**config.mk**
```make
export PLATFORM = sky130hd
export DESIGN_NAME = io_seg_pwr_seq
export DESIGN_NICKNAME = d
export VERILOG_FILES = /design/src/rtl/io_seg_pwr_pkg.sv /design/src/rtl/io_seg_sync.sv /design/src/rtl/io_seg_pwr_seq.sv
export SDC_FILE = /design/constraint.sdc
export NUM_CORES = 1
export LEC_CHECK = 0
export BUFFER_PORTS_ARGS = -buffer_cell sky130_fd_sc_hd__buf_2
export CAP_MARGIN = 30
export CORE_UTILIZATION = 25
export CTS_BUF_LIST = sky130_fd_sc_hd__clkbuf_8
export DETAILED_ROUTE_END_ITERATION = 16
export GPL_TIMING_DRIVEN = 0
export PLACE_DENSITY = 0.47
export SLEW_MARGIN = 20
export SYNTH_ARGS = -nofsm -noshare
export SYNTH_HDL_FRONTEND = slang
export SYNTH_SLANG_ARGS = --single-unit
```
**constraint.sdc**
```tcl
create_clock -name clk -period 2.2 [get_ports clk]
set_clock_uncertainty 0.2 [all_clocks]
set_input_delay 0.22 -clock clk [delete_from_list [all_inputs] [get_ports clk]]
set_output_delay 0.22 -clock clk [all_outputs]
set_load 0.01 [all_outputs]
```
**src/rtl/io_seg_pwr_pkg.sv**
```systemverilog
// Shared types and defaults for the IO-ring segment power sequencer.
// Holds the state encoding, the registered control bundle and the counter width helper.
package io_seg_pwr_pkg;

  typedef enum logic [2:0] {
    ST_OFF       = 3'd0,
    ST_WAIT_PG   = 3'd1,
    ST_SETTLE_UP = 3'd2,
    ST_ON        = 3'd3,
    ST_SETTLE_DN = 3'd4,
    ST_FAULT     = 3'd5
  } pwr_state_e;

  localparam int DEF_SYNC_STAGES  = 2;
  localparam int DEF_DEBOUNCE_CYC = 16;
  localparam int DEF_SETTLE_CYC   = 8;
  localparam int DEF_TIMEOUT_CYC  = 1024;

  typedef struct packed {
    logic pad_en;
    logic io_iso;
    logic io_ret;
    logic pwr_ack;
    logic fault;
  } seg_ctl_t;

  function automatic int cnt_width(input int timeout_cyc);
    return $clog2(timeout_cyc + 1);
  endfunction

  // Pad controls are a pure function of the state being entered, so every
  // transition loads them on the same edge as the state register.
  function automatic seg_ctl_t ctl_of(input pwr_state_e st);
    seg_ctl_t c;
    c = '{pad_en: 1'b0, io_iso: 1'b1, io_ret: 1'b1, pwr_ack: 1'b0, fault: 1'b0};
    case (st)
      ST_SETTLE_UP, ST_SETTLE_DN: c.io_ret = 1'b0;
      ST_ON:    c = '{pad_en: 1'b1, io_iso: 1'b0, io_ret: 1'b0, pwr_ack: 1'b1, fault: 1'b0};
      ST_FAULT: c.fault = 1'b1;
      default:  ;
    endcase
    return c;
  endfunction

endpackage

```
**src/rtl/io_seg_sync.sv**
```systemverilog
// Level synchronizer: STAGES-flop chain, clears to 0 on reset.
// Latency STAGES cycles; no backpressure.
module io_seg_sync #(
  parameter int STAGES = 2
) (
  input  logic clk,
  input  logic rst,
  input  logic d,
  output logic q
);

  logic [STAGES-1:0] ff;

  always_ff @(posedge clk) begin
    if (rst) ff <= '0;
    else     ff <= {ff[STAGES-2:0], d};
  end

  assign q = ff[STAGES-1];

endmodule

```
**src/rtl/io_seg_pwr_seq.sv**
```systemverilog
// Power-up/down sequencer for one IO-ring segment: orders retention, isolation, enable.
// All outputs registered (1 cycle); pwr_req is a level handshake acknowledged by pwr_ack.
module io_seg_pwr_seq
  import io_seg_pwr_pkg::*;
#(
  parameter int SYNC_STAGES  = DEF_SYNC_STAGES,
  parameter int DEBOUNCE_CYC = DEF_DEBOUNCE_CYC,
  parameter int SETTLE_CYC   = DEF_SETTLE_CYC,
  parameter int TIMEOUT_CYC  = DEF_TIMEOUT_CYC
) (
  input  logic       clk,
  input  logic       rst,
  input  logic       pwr_req,
  input  logic       vddio_ok,
  output logic       pwr_ack,
  output logic       pad_en,
  output logic       io_iso,
  output logic       io_ret,
  output logic       fault,
  output logic [2:0] state_o
);

  localparam int CNT_W = cnt_width(TIMEOUT_CYC);
  localparam logic [CNT_W-1:0] DEB_LAST = CNT_W'(DEBOUNCE_CYC - 1);
  localparam logic [CNT_W-1:0] SET_LAST = CNT_W'(SETTLE_CYC - 1);
  localparam logic [CNT_W-1:0] TMO_LAST = CNT_W'(TIMEOUT_CYC - 1);

  pwr_state_e       state;
  seg_ctl_t         ctl;
  logic [CNT_W-1:0] cnt;
  logic [CNT_W-1:0] deb;
  logic             pg_s;

  io_seg_sync #(.STAGES(SYNC_STAGES)) u_pg_sync (
    .clk (clk),
    .rst (rst),
    .d   (vddio_ok),
    .q   (pg_s)
  );

  function automatic logic [CNT_W-1:0] sat_inc(input logic [CNT_W-1:0] v);
    return (&v) ? v : v + CNT_W'(1);
  endfunction

  // cnt is the timeout count in WAIT_PG and the settle count elsewhere;
  // deb only runs in WAIT_PG. Both clear on every state change.
  always_ff @(posedge clk) begin
    if (rst) begin
      state <= ST_OFF; ctl <= ctl_of(ST_OFF); cnt <= '0; deb <= '0;
    end else begin
      case (state)
        ST_OFF: begin
          if (pwr_req) begin
            state <= ST_WAIT_PG; ctl <= ctl_of(ST_WAIT_PG); cnt <= '0; deb <= '0;
          end
        end
        ST_WAIT_PG: begin
          if (!pwr_req) begin
            state <= ST_OFF; ctl <= ctl_of(ST_OFF); cnt <= '0; deb <= '0;
          end else if (pg_s && deb == DEB_LAST) begin
            state <= ST_SETTLE_UP; ctl <= ctl_of(ST_SETTLE_UP); cnt <= '0; deb <= '0;
          end else if (cnt == TMO_LAST) begin
            state <= ST_FAULT; ctl <= ctl_of(ST_FAULT); cnt <= '0; deb <= '0;
          end else begin
            cnt <= sat_inc(cnt);
            deb <= pg_s ? sat_inc(deb) : '0;
          end
        end
        ST_SETTLE_UP: begin
          if (!pg_s) begin
            state <= ST_FAULT; ctl <= ctl_of(ST_FAULT); cnt <= '0;
          end else if (!pwr_req) begin
            state <= ST_SETTLE_DN; ctl <= ctl_of(ST_SETTLE_DN); cnt <= '0;
          end else if (cnt == SET_LAST) begin
            state <= ST_ON; ctl <= ctl_of(ST_ON); cnt <= '0;
          end else begin
            cnt <= sat_inc(cnt);
          end
        end
        ST_ON: begin
          if (!pg_s) begin
            state <= ST_FAULT; ctl <= ctl_of(ST_FAULT); cnt <= '0;
          end else if (!pwr_req) begin
            state <= ST_SETTLE_DN; ctl <= ctl_of(ST_SETTLE_DN); cnt <= '0;
          end
        end
        ST_SETTLE_DN: begin
          // Supply already gone: nothing left to protect, so skip the settle.
          if (!pg_s || cnt == SET_LAST) begin
            state <= ST_OFF; ctl <= ctl_of(ST_OFF); cnt <= '0;
          end else begin
            cnt <= sat_inc(cnt);
          end
        end
        ST_FAULT: begin
          if (!pwr_req) begin
            state <= ST_OFF; ctl <= ctl_of(ST_OFF); cnt <= '0;
          end
        end
        default: begin
          state <= ST_OFF; ctl <= ctl_of(ST_OFF); cnt <= '0; deb <= '0;
        end
      endcase
    end
  end

  assign pad_en  = ctl.pad_en;
  assign io_iso  = ctl.io_iso;
  assign io_ret  = ctl.io_ret;
  assign pwr_ack = ctl.pwr_ack;
  assign fault   = ctl.fault;
  assign state_o = state;

  a_en_safe: assert property (@(posedge clk) pad_en |-> (!io_iso && !io_ret));
  a_iso_ret: assert property (@(posedge clk) !io_iso |-> !io_ret);
  a_ack_on:  assert property (@(posedge clk) pwr_ack == (state == ST_ON));

endmodule

```
==> flow_summary.toml, run 1 <==
[synthesis]
ys_ff_latch = 31
synthFlopType = "dfxtp_1"
yosys_warnings = 0
yosysUniqueCellTypes = 58
async_flop_share = 0
yosysTopAreaCellShare = 0.305
synthTopCellsByArea = "dfxtp_1, a21oi_1, nand4_1"
syn_nets = 268
synth_cells = 260
synth_top_area_cell = "dfxtp_1"
syn_area_per_cell_um2 = 7.82
synth_edf_count = 0
yosysSeqAreaShare = 0.305
syn_area_mm2 = 0.00203

[timing]
rsz0062_at_grt = "yes"
final_hold_viol_count = 0
min_period_ns = 2.29
slew_headroom = 0.514
setup_ws_ns = -0.0929
slew_violations = 0
tightest_slew_ns = 0.724
finalCritPeriodShare = 1.04
setup_viol = 12
fmax_mhz = 436

[layout]
final_util = 0.349
area_growth_pct = 33.9
drive_gt1_frac = 0.318
num-nets-final = 299
final_common_cell = "dfxtp_1"
antenna_cells = 0
mostFrequentLayoutCells = "dfxtp_1, nand2_1, a21oi_1"

[power]
seq_power_share = 0.405
p_leak_nw = 0.890
p_clk_frac = 0.360
power.total_mw = 1.44
switching_share = 0.323
powerDensity_mw_per_mm2 = 530
p_comb_frac = 0.234
irDropWorstVdd_mv = 0.206
switchingPower_uw = 467
power.internal_uw = 977

[floorplan]
dieArea_mm2 = 0.00850
dieWidth_um = 92.2
ioPinCount = 12
die_h_um = 92.2
start_util = 0.260
row_count = 32
core_area_mm2 = 0.00781

[setup_path]
rrSetupSlack_ns = -0.09
end_kind = "register"
worstPathMaxFanout = 5
arrival_ns = 2.25
worstSetupEndpoint = "cnt[4]$_SDFFE_PP0P_"
cp.required_ns = 2.16
startpoint = "deb[10]$_SDFFE_PP0P_"
crit_type = "reg -> reg"
crit-reg2reg-launch = "deb[10]$_SDFFE_PP0P_"
r2r-end = "cnt[4]$_SDFFE_PP0P_"
critPathLaunchType = "register"
ff2ff_path_depth = 7

[clock_network]
clk_latency_ns = 0.29
cts_tree = "done"
cts_sinks = 31
cts_made_buffers = 5
clk_path_buf_depth = 2
htreeDepth = 2
root_buffer = "clkbuf_8"
clk_pin_slew_ns = 0.08

[routing]
viasPerCell = 5.55
wire_per_inst_um = 16.6
ant_nets = 0
first_pass_iters = 4
vias = 2186
drt-initial-drc-count = 95
wl_um = 6520
drc = 0

[outcome]
status = "finished, violations left"
violations = "setup timing"

[grt]
grt_max_degree = 11
grt_pass1_vias = 2036
grt_pass1_wl_um = 10300
grt-ovfl-total = 0
grt_antenna_before_repair = 0
gr-usage-all-layers = 0.154

[placed_design]
dp_hpwl_um = 4230
gp_congestion = 0.884
port_buffers = 10

[worst_hold_path]
min_path_type = "in -> reg"

[flow_run]
maxCapViolCount = 0
[repair_timing]
item	CTS	global route
gates cloned	1	0
gates resized for setup	39	28
setup buffers	11	3
hold buffers	1	0
endpoints found under the hold margin	1	0
pin swaps	15	15
setup endpoints to repair	29	29
[sequential cells by signal (all words and copies together), names as in the netlist]
| signal | flops |
|---|---|
| cnt | 11 |
| deb | 11 |
| state_o | 3 |
| u_pg_sync.ff | 2 |
| fault | 1 |
| io_iso | 1 |
| io_ret | 1 |
| pad_en | 1 |
[power by group through the flow]
| stage | registers [mW] | clock network [mW] | logic [mW] |
|---|---|---|---|
| detailed placement | 0.596 | 0 | 0.255 |
| global route | 0.586 | 0.561 | 0.364 |
| finish | 0.585 | 0.520 | 0.338 |
| CTS | 0.583 | 0.531 | 0.302 |
| global placement | 0.596 | 0 | 0.259 |
| floorplan | 0.596 | 0 | 0.180 |
[logic make-up after synthesis]
kind of cell,share of synthesized area
simple gates,0.335
xor+xnor,0.0129
compound gates,0.263
mux,0.00492
buf+inv,0.0541
flops,0.305
fa+ha+maj,0.0246
[cell type report]
class,instances,area [um2]
tap,102,128
inverter,11,45.0
sequential,31,643
buffer,12,97.6
clock inverter,1,3.75
timing repair buffer,26,185
multi-input combinational,204,1520
clock buffer,7,96.3
fill,824,5080
[per-stage QoR]
step                setup WS, ns  cell area, um2  hold slack (ns)  TNS [ns]  cells
global route              -0.151            2720            0.189     -1.88    394
floorplan                 0.0224            2070            0.148         0    260
detailed placement        -0.285            2250            0.231     -4.90    372
global placement          -0.306            2250            0.220     -4.98    372
finish                   -0.0929            2720            0.168    -0.320    394
CTS                      -0.0690            2590            0.170    -0.238    391
[worst max-delay path, stage by stage, from the launching register on]
cell	delay (ns)
dfxtp_2	0.33
or4b_4	0.55
o31ai_4	0.36
buf_6	0.19
o22ai_4	0.09
buf_6	0.16
a32oi_2	0.21
nor2_1	0.06
[cells in the mapped netlist (6+ instances only)]
library cell  count
a21oi_1          24
a31oi_1           9
clkbuf_1          8
dfxtp_1          31
inv_1             9
nand2_1          19
nand3_1          12
nand4_1          15
nor2_1           20
o211ai_1          6
o21ai_0           8
o31ai_1           7
[routing by layer]
metal | part of all wire | track usage
met3 | 0.042 | 0.0406
met5 | 0 | 0
met2 | 0.46 | 0.238
met4 | 0.014 | 0.0495
met1 | 0.49 | 0.208
[worst min-delay path by stage]
stage	start	to	slack, ns	depth (start not counted)
floorplan	vddio_ok	u_pg_sync.ff[0]$_SDFF_PP0_	0.15	1
global placement	u_pg_sync.ff[0]$_SDFF_PP0_	u_pg_sync.ff[1]$_SDFF_PP0_	0.22	1
detailed placement	u_pg_sync.ff[0]$_SDFF_PP0_	u_pg_sync.ff[1]$_SDFF_PP0_	0.23	1
CTS	rst	cnt[1]$_SDFFE_PP0P_	0.17	4
global route	rst	cnt[7]$_SDFFE_PP0P_	0.19	4
finish	rst	cnt[1]$_SDFFE_PP0P_	0.17	4
No activity file was read; power rests on OpenSTA's default activity.
==> run 2, diff against run 1 <==
--- a/config.mk
+++ b/config.mk
@@ -16,3 +16,4 @@
 export SYNTH_ARGS = -nofsm -noshare
 export SYNTH_HDL_FRONTEND = slang
 export SYNTH_SLANG_ARGS = --single-unit
+export TNS_END_PERCENT = 5
==> flow_summary.toml, run 2 (synthesized netlist as in run 1, its figures left out) <==
[outcome]
status = "finished, violations left"
violations = "setup timing"

[setup_path]
startpoint = "deb[7]$_SDFFE_PP0P_"
cp_cell_sequence = "or4_4, o31ai_4, buf_6, o22ai_4, buf_6, a32oi_2, nor2_1"
crit_slowest_cell = "or4_4"
r2r-end = "cnt[4]$_SDFFE_PP0P_"
ff2ff_path_depth = 7
worstSetupEndpoint = "cnt[4]$_SDFFE_PP0P_"
end_kind = "register"
cp.required_ns = 2.16
worstPathMaxFanout = 5
crit_type = "reg -> reg"
critPathLaunchType = "register"
path_depth = 7
cpPeakStageDelay_ns = 0.55
cp_common_cell = "buf_6"
rrSetupSlack_ns = -0.07
worst-path-buf-inv = 2
crit-reg2reg-launch = "deb[7]$_SDFFE_PP0P_"
arrival_ns = 2.23
critPathTopFamily = "compound AO/OA/AOI/OAI gates"

[placed_design]
port_buffers = 10
gp_congestion = 0.884
dp_hpwl_um = 4230
post-place-ws_ns = -0.285

[grt]
grt_max_degree = 11
grt-ovfl-total = 0
gr-usage-all-layers = 0.151
grt_pass1_wl_um = 10100
grt_antenna_before_repair = 0
grt_pass1_vias = 2024

[timing]
rsz0062_at_grt = "yes"
min_period_ns = 2.27
finalCritPeriodShare = 1.03
slew_violations = 0
tns_ns = -0.260
fmax_mhz = 441
setup_viol = 7
slew_headroom = 0.548
final_hold_viol_count = 0
hold_slack_ns = 0.180
tightest_slew_ns = 0.674
setup_ws_ns = -0.0673

[routing]
viasPerCell = 5.55
wl_um = 6270
drc = 0
vias = 2171
wire_per_inst_um = 16.0
drt-initial-drc-count = 115
ant_nets = 0
first_pass_iters = 4

[clock_network]
cts_made_buffers = 5
clk_path_buf_depth = 2
cts_tree = "done"
clk_latency_ns = 0.29
clk_pin_slew_ns = 0.07
htreeDepth = 2
cts_sinks = 31
root_buffer = "clkbuf_8"

[layout]
antenna_cells = 0
drive_gt1_frac = 0.277
mostFrequentLayoutCells = "dfxtp_1, a21oi_1, nand2_1"
area_growth_pct = 28.9
num-nets-final = 296
n_fill_cell = 822
final_common_cell = "dfxtp_1"
final_util = 0.336

[worst_hold_path]
min_path_type = "in -> reg"
min_from = "rst"

[floorplan]
core_area_mm2 = 0.00781
dieArea_mm2 = 0.00850
start_util = 0.260
dieWidth_um = 92.2
die_h_um = 92.2
row_count = 32
ioPinCount = 12

[power]
powerDensity_mw_per_mm2 = 539
p_leak_nw = 0.854
power.total_mw = 1.41
irDropWorstVdd_mv = 0.205

[flow_run]
maxCapViolCount = 0
[run 2: metal layers]
layer | routed length, um | part of all wire | GRT usage
met5 | 0 | 0 | 0
met4 | 80 | 0.013 | 0.0508
met3 | 228 | 0.036 | 0.0381
met2 | 2850 | 0.45 | 0.231
met1 | 3110 | 0.50 | 0.207
[run 2: worst min path at each step]
stage / end / cells past startpoint
4_1_cts: cnt[1]$_SDFFE_PP0P_ / 4
3_5_place_dp: u_pg_sync.ff[1]$_SDFF_PP0_ / 1
2_1_floorplan: u_pg_sync.ff[0]$_SDFF_PP0_ / 1
3_3_place_gp: u_pg_sync.ff[1]$_SDFF_PP0_ / 1
5_1_grt: cnt[7]$_SDFFE_PP0P_ / 4
6_report: cnt[1]$_SDFFE_PP0P_ / 4
[run 2: power breakdown]
group	switching, mW	total [mW]	internal, mW
Sequential	0.0137	0.582	0.569
Combinational	0.201	0.313	0.112
Clock	0.237	0.518	0.281
[run 2: final cells by class]
cell class,instances,area (um2),area share
Sequential cell,31,641,0.244
Multi-Input combinational cell,204,1460,0.557
Clock inverter,1,3.75,0.00143
Timing Repair Buffer,22,149,0.0568
Clock buffer,7,96.3,0.0368
Tap cell,102,128,0.0487
Inverter,11,45.0,0.0172
Buffer,13,98.8,0.0377
[run 2: through the flow]
stage / cell area, um2 / instances
after floorplan: 2070 / 260
after global placement: 2250 / 372
after detailed placement: 2250 / 372
after CTS: 2520 / 389
after global routing: 2620 / 391
final: 2620 / 391
[run 2: what timing repair did]
item                                    4_1_cts  5_1_grt
endpoints found under the setup margin       29       29
resized for setup                            30       18
buffers inserted                              8        1
hold endpoints to repair                      1        0
cloned                                        1        0
hold buffers                                  1        0
pin swaps                                    16       16
[run 2: worst reg2reg max path, stage by stage, from the launching register on]
cell and delay (ns):
dfxtp_2 0.33, or4_4 0.55, o31ai_4 0.36, buf_6 0.18, o22ai_4 0.09, buf_6 0.16, a32oi_2 0.19, nor2_1 0.06
